==> src/rtl/hdmi_infoframe_pkg.sv <==
// Shared types and constants for the AVI InfoFrame receiver.
package hdmi_infoframe_pkg;

    localparam logic [7:0] AVI_HB0     = 8'h82;
    localparam logic [7:0] AVI_VERSION = 8'h02;
    localparam logic [4:0] AVI_LENGTH  = 5'd13;

    // G(x) = 1 + x^6 + x^7 + x^8 in bit-reversed form for an LSB-first shift-right LFSR
    localparam logic [7:0] BCH_POLY = 8'b1000_0011;

    typedef enum logic [1:0] {
        IDLE,
        COLLECT,
        CHECK
    } avi_state_t;

    typedef struct packed {
        logic [1:0] video_format;
        logic       afi_present;
        logic [1:0] bar_info;
        logic [1:0] scan_info;
        logic [1:0] colorimetry;
        logic [1:0] picture_aspect;
        logic [3:0] active_aspect;
        logic       it_content;
        logic [2:0] ext_colorimetry;
        logic [1:0] rgb_quant;
        logic [1:0] nups;
        logic [6:0] vic;
        logic [1:0] ycc_quant;
        logic [1:0] content_type;
        logic [3:0] pixel_repetition;
    } avi_fields_t;

    // One serial BCH step: advance the parity register by one data bit
    function automatic logic [7:0] bch_step(input logic [7:0] par, input logic bit_in);
        return (par >> 1) ^ ((par[0] ^ bit_in) ? BCH_POLY : 8'h00);
    endfunction

endpackage

==> src/rtl/hdmi_bch_check.sv <==
// Serial BCH parity generator; consumes BITS_PER_CYCLE data bits per clock, LSB first.
module hdmi_bch_check
    import hdmi_infoframe_pkg::*;
#(
    parameter int unsigned BITS_PER_CYCLE = 1
) (
    input  logic                      clk_pixel,
    input  logic                      reset,
    input  logic                      i_start,
    input  logic                      i_enable,
    input  logic [BITS_PER_CYCLE-1:0] i_bits,
    output logic [7:0]                o_parity
);

    logic [7:0] r_parity;
    logic [7:0] w_next;

    // Next parity: a start cycle restarts from zero and already folds in its own bits
    always_comb begin
        w_next = i_start ? 8'h00 : r_parity;
        for (int unsigned b = 0; b < BITS_PER_CYCLE; b++) begin
            w_next = bch_step(w_next, i_bits[b]);
        end
    end

    // Parity register; frozen once the data bits of the block have been consumed
    always_ff @(posedge clk_pixel or posedge reset) begin
        if (reset) begin
            r_parity <= '0;
        end else if (i_start || i_enable) begin
            r_parity <= w_next;
        end
    end

    assign o_parity = r_parity;

endmodule

==> src/rtl/auxiliary_video_information_info_frame_receiver.sv <==
// Sink-side AVI InfoFrame receiver: collects a 32-cycle data-island packet,
// checks BCH parity, header and checksum, and latches the AVI fields.
module auxiliary_video_information_info_frame_receiver
    import hdmi_infoframe_pkg::*;
#(
    parameter int unsigned CHECK_BCH = 1,
    parameter int unsigned TIMEOUT   = 8
) (
    input  logic        clk_pixel,
    input  logic        reset,
    input  logic        packet_enable,
    input  logic [8:0]  packet_data,
    output avi_fields_t avi_fields,
    output logic        avi_valid,
    output logic        avi_update,
    output logic        bch_error,
    output logic        checksum_error
);

    avi_state_t  r_state;
    avi_state_t  w_next_state;
    logic [4:0]  r_count;
    logic [31:0] r_hdr;
    logic [63:0] r_sub [4];

    logic        w_capture;
    logic [4:0]  w_idx;
    logic        w_hdr_en;
    logic        w_sub_en;
    logic [7:0]  w_hdr_par;
    logic [7:0]  w_sub_par [4];
    logic [7:0]  w_sum;
    logic        w_bch_bad;
    logic        w_is_avi;
    logic        w_accept;
    logic        w_in_check;
    logic        w_unused;

    // Any packet_enable starts a packet at bit 0, including an abort mid-COLLECT
    assign w_capture = packet_enable || (r_state == COLLECT);
    assign w_idx     = packet_enable ? 5'd0 : r_count;
    assign w_hdr_en  = w_capture && (w_idx < 5'd24);
    assign w_sub_en  = w_capture && (w_idx < 5'd28);

    // State register
    always_ff @(posedge clk_pixel or posedge reset) begin
        if (reset) begin
            r_state <= IDLE;
        end else begin
            r_state <= w_next_state;
        end
    end

    // Next-state logic
    always_comb begin
        w_next_state = r_state;
        case (r_state)
            IDLE:    if (packet_enable) w_next_state = COLLECT;
            COLLECT: begin
                if (packet_enable)            w_next_state = COLLECT;
                else if (r_count == 5'd31)    w_next_state = CHECK;
            end
            CHECK:   w_next_state = packet_enable ? COLLECT : IDLE;
            default: w_next_state = IDLE;
        endcase
    end

    // Bit counter and packet capture; count wraps to 0 after bit 31
    always_ff @(posedge clk_pixel or posedge reset) begin
        if (reset) begin
            r_count <= '0;
            r_hdr   <= '0;
            for (int unsigned i = 0; i < 4; i++) begin
                r_sub[i] <= '0;
            end
        end else if (w_capture) begin
            r_count        <= w_idx + 5'd1;
            r_hdr[w_idx]   <= packet_data[0];
            for (int unsigned i = 0; i < 4; i++) begin
                r_sub[i][{w_idx, 1'b0}] <= packet_data[2*i+1];
                r_sub[i][{w_idx, 1'b1}] <= packet_data[2*i+2];
            end
        end
    end

    hdmi_bch_check #(.BITS_PER_CYCLE(1)) u_bch_hdr (
        .clk_pixel (clk_pixel),
        .reset     (reset),
        .i_start   (packet_enable),
        .i_enable  (w_hdr_en),
        .i_bits    (packet_data[0]),
        .o_parity  (w_hdr_par)
    );

    for (genvar gi = 0; gi < 4; gi++) begin : g_sub_bch
        hdmi_bch_check #(.BITS_PER_CYCLE(2)) u_bch_sub (
            .clk_pixel (clk_pixel),
            .reset     (reset),
            .i_start   (packet_enable),
            .i_enable  (w_sub_en),
            .i_bits    (packet_data[2*gi+2 -: 2]),
            .o_parity  (w_sub_par[gi])
        );
    end

    // Checksum over HB0..HB2 and PB0..PB13, plus BCH comparison for all five blocks
    always_comb begin
        w_sum = r_hdr[7:0] + r_hdr[15:8] + r_hdr[23:16];
        for (int unsigned k = 0; k < 7; k++) begin
            w_sum = w_sum + r_sub[0][8*k +: 8] + r_sub[1][8*k +: 8];
        end
        w_bch_bad = (w_hdr_par != r_hdr[31:24]);
        for (int unsigned i = 0; i < 4; i++) begin
            w_bch_bad = w_bch_bad | (w_sub_par[i] != r_sub[i][63:56]);
        end
    end

    assign w_in_check = (r_state == CHECK);
    assign w_is_avi   = (r_hdr[7:0] == AVI_HB0) && (r_hdr[15:8] == AVI_VERSION)
                     && (r_hdr[20:16] == AVI_LENGTH);
    assign w_accept   = w_is_avi && (w_sum == 8'd0) && !((CHECK_BCH != 0) && w_bch_bad);

    // Registered result pulses and field latch, one clock after CHECK
    always_ff @(posedge clk_pixel or posedge reset) begin
        if (reset) begin
            avi_fields     <= '0;
            avi_valid      <= 1'b0;
            avi_update     <= 1'b0;
            bch_error      <= 1'b0;
            checksum_error <= 1'b0;
        end else begin
            avi_update     <= w_in_check && w_accept;
            bch_error      <= w_in_check && w_bch_bad;
            checksum_error <= w_in_check && w_is_avi && (w_sum != 8'd0);
            if (w_in_check && w_accept) begin
                avi_fields <= {r_sub[0][14:8], r_sub[0][23:16], r_sub[0][31:24],
                               r_sub[0][38:32], r_sub[0][47:40]};
                avi_valid  <= 1'b1;
            end
        end
    end

    // Subpackets 2/3 only contribute parity; TIMEOUT is reserved and fixed
    assign w_unused = ^{r_sub[2][55:0], r_sub[3][55:0], 8'(TIMEOUT)};

endmodule
==> config.mk <==
export PLATFORM = sky130hd
export DESIGN_NAME = auxiliary_video_information_info_frame_receiver
export DESIGN_NICKNAME = d
export VERILOG_FILES = /design/src/rtl/hdmi_infoframe_pkg.sv /design/src/rtl/hdmi_bch_check.sv /design/src/rtl/auxiliary_video_information_info_frame_receiver.sv
export SDC_FILE = /design/constraint.sdc
export NUM_CORES = 1
export LEC_CHECK = 0
export CORE_ASPECT_RATIO = 0.75
export CORE_MARGIN = 2
export CORE_UTILIZATION = 60
export CTS_CLUSTER_DIAMETER = 80
export DETAILED_ROUTE_END_ITERATION = 6
export HOLD_SLACK_MARGIN = 0.05
export PLACE_DENSITY_LB_ADDON = 0.08
export SYNTH_ARGS = -nofsm -noshare
export SYNTH_HDL_FRONTEND = slang
export SYNTH_SLANG_ARGS = --single-unit
==> constraint.sdc <==
create_clock -name clk_pixel -period 12.31 [get_ports clk_pixel]
set_input_delay 1.231 -clock clk_pixel [delete_from_list [all_inputs] [get_ports clk_pixel]]
set_output_delay 1.231 -clock clk_pixel [all_outputs]
set_load 0.05 [all_outputs]
==> flow_summary.toml <==
[synth]
synth_seq_area_share_pct = 48.4
synth-edff-count = 0
syn_nets = 1156
yosysWarnings = 0
syn_area_per_cell_um2 = 13.3
syn_area_um2 = 13700
synth_flop_cell = "dfrtp_1"
synthArstFlopShare_pct = 100
synth_seq_cells = 265
postSynthCellCount = 1033
synth_cell_types = 40

[sta]
holdWs_ns = 0.474
finClkSkew_ns = 0.0248
tns_ns = 0
final-setup-viol-count = 0
slew_headroom_pct = 34.1
clock.fmax_mhz = 148
hold_viol_final = 0
max_slew.worst_pin.slew_ns = 0.989
rsz0062_at_grt = "false"
period_needed_ns = 6.76
fin_crit_sh_pct = 54.9
maxSlewViolCount = 0

[clock_network]
cts_inserted_buffers = 27
cts_tree = "built"
clk_latency_ns = 0.55
cts_setup_buffers = 0
cts_root_buf = "clkbuf_16"
clkTransAtPathRegs_ns = 0.06
cts_max_path_buffers = 3
cts_hold_buf = 0
htree_levels = 1
cts_repair_resize_count = 0
cts.sinks = 265

[placed_design]
dpl.hpwl_um = 19800
gp_congestion = 0.849
port_buffers = 53

[global_routing]
overflow = 0
grt_pass1_vias = 8320
antenna_found_initial = 1
grt_usage_pct = 25.2
grt_pass1_wl_um = 46400
grt_max_degree = 125

[drt]
vias = 7880
firstDrtPassIters = 5
ant_nets = 0
drt-total-wl_um = 28300
routedWlPerCell_um = 20.2
viasPerCell = 5.63
first_iter_violations = 535
route.detailed.drc = 0

[finish]
final_cell_mix = "dfrtp_1, mux2_2, inv_1"
n_antenna_cell = 0
final_common_cell = "dfrtp_1"
fin_util_pct = 69.3
fin_nets = 1209
drive_gt1_share_pct = 24.1
syn2layout_area_growth_pct = 12.4

[setup_path]
worstPathRequired_ns = 12.73
worstPathMaxFanout = 35
critPathKind = "reg2reg"
crit_path_end_kind = "flip-flop"
arrival_ns = 7.19
crit_path_start_kind = "flip-flop"

[die]
io_pins = 54
die_y_um = 135
start_util_pct = 61.7
die-area_um2 = 24100
rows = 47
fp.coreArea_um2 = 22200
dieWidth_um = 179

[worst_hold_path]
hp-class = "reg2reg"

[power]
powerDensity_nw_per_um2 = 289
peakVddDrop_uv = 349
leakage_nw = 7.26

[run]
maxCapViolations = 0

[outcome]
status = "complete, no violations"
-- sequential cells by signal (all words and copies together), names as in the netlist --
signal and count:
r_state 2, g_sub_bch.u_bch_sub.o_parity 32, checksum_error 1, avi_valid 1, r_sub 144, bch_error 1
u_bch_hdr.o_parity 8, r_hdr 32, r_count 5, avi_fields 38, avi_update 1
-- critical path: stages (launching register included) --
cell and delay (ns):
dfrtp_1 0.42, fa_1 0.54, inv_1 0.06, fa_1 0.52, fa_1 0.52, fa_1 0.51, fa_1 0.54, inv_1 0.05
fa_1 0.53, ha_1 0.17, inv_1 0.06, fa_1 0.48, or4b_2 0.59, a21oi_1 0.13, nand4_1 0.22, nor3_4 0.37
buf_4 0.48, mux2_2 0.40
-- path summary, 6_finish.rpt --
check	slack, ns	to	depth (start not counted)	from
setup / recovery	5.55	avi_fields[20]	17	r_hdr[2]
hold / removal	0.47	avi_valid	1	avi_valid
setup reg to reg	5.55	avi_fields[20]	17	r_hdr[2]
hold reg to reg	0.47	avi_valid	1	avi_valid
max in group asynchronous	9.57	r_sub[184]	3	reset
min in group asynchronous	1.24	g_sub_bch[0].u_bch_sub.o_parity[1]	2	reset
-- power breakdown --
group / leakage (nW) / switching [mW] / internal, mW
Sequential: 3.55 / 0.112 / 0.970
Combinational: 3.28 / 1.38 / 1.16
Clock: 0.437 / 0.343 / 0.482
-- layer usage --
metal | part of all wire (%) | global-route usage [%] | routed length, um | vias up
li1 | - | - | - | 3531
met3 | 5.6 | 4.19 | 1580 | 34
met4 | 1.6 | 5.24 | 467 | 0
met5 | 0 | 0 | 0 | -
met2 | 44 | 36.7 | 12400 | 172
met1 | 49 | 40.3 | 13900 | 4143
-- metrics by stage --
step	instance area [um2]	total power, mW	worst slack (ns)	std cells
finish	15400	4.45	5.55	1400
global placement	14500	3.55	5.67	1351
floorplan	13700	3.06	3.78	1033
CTS	15400	4.49	5.53	1400
global route	15400	4.91	5.25	1400
detailed placement	14500	3.63	5.56	1351
-- kinds of logic after synthesis --
kind of cell | count (synthesis) | synth area share, %
flip-flops | 265 | 48.4
multiplexers | 222 | 18.2
AND/OR/NAND/NOR | 144 | 5.06
buffers and inverters | 135 | 3.86
adder cells (fa/ha/maj) | 111 | 15.2
XOR/XNOR | 103 | 6.68
AO/OA/AOI/OAI | 53 | 2.63
-- synth_stat cells (2+ instances only) --
cell | count | area [um2]
nor4bb_1 | 2 | 20.0
buf_1 | 2 | 7.51
dfrtp_1 | 265 | 6630
inv_1 | 95 | 357
o21ai_0 | 16 | 80.1
a21oi_1 | 9 | 45.0
buf_6 | 2 | 22.5
mux2_2 | 207 | 2330
a21o_1 | 6 | 45.0
xor2_1 | 41 | 359
xnor2_1 | 61 | 534
buf_4 | 2 | 15.0
mux2_1 | 9 | 101
mux2i_1 | 6 | 60.1
nor4_1 | 12 | 75.1
nand4_1 | 7 | 43.8
nor2_1 | 29 | 109
nand2_1 | 60 | 225
a22o_1 | 16 | 140
a221o_1 | 3 | 30.0
clkbuf_1 | 33 | 124
nor3_1 | 9 | 45.0
fa_1 | 93 | 1860
or2_2 | 2 | 12.5
and2_1 | 3 | 18.8
nor2b_1 | 10 | 62.6
nand2b_1 | 3 | 18.8
ha_1 | 18 | 225
-- layout make-up --
| cell class | count | area, um2 |
|---|---|---|
| sequential | 265 | 6630 |
| tap | 294 | 368 |
| multi-input combinational | 633 | 6560 |
| inverter | 96 | 368 |
| fill | 1625 | 6820 |
| clock inverter | 9 | 101 |
| clock buffer | 40 | 785 |
| timing repair buffer | 63 | 601 |
Note: power is estimated with default switching activity, not from simulation.
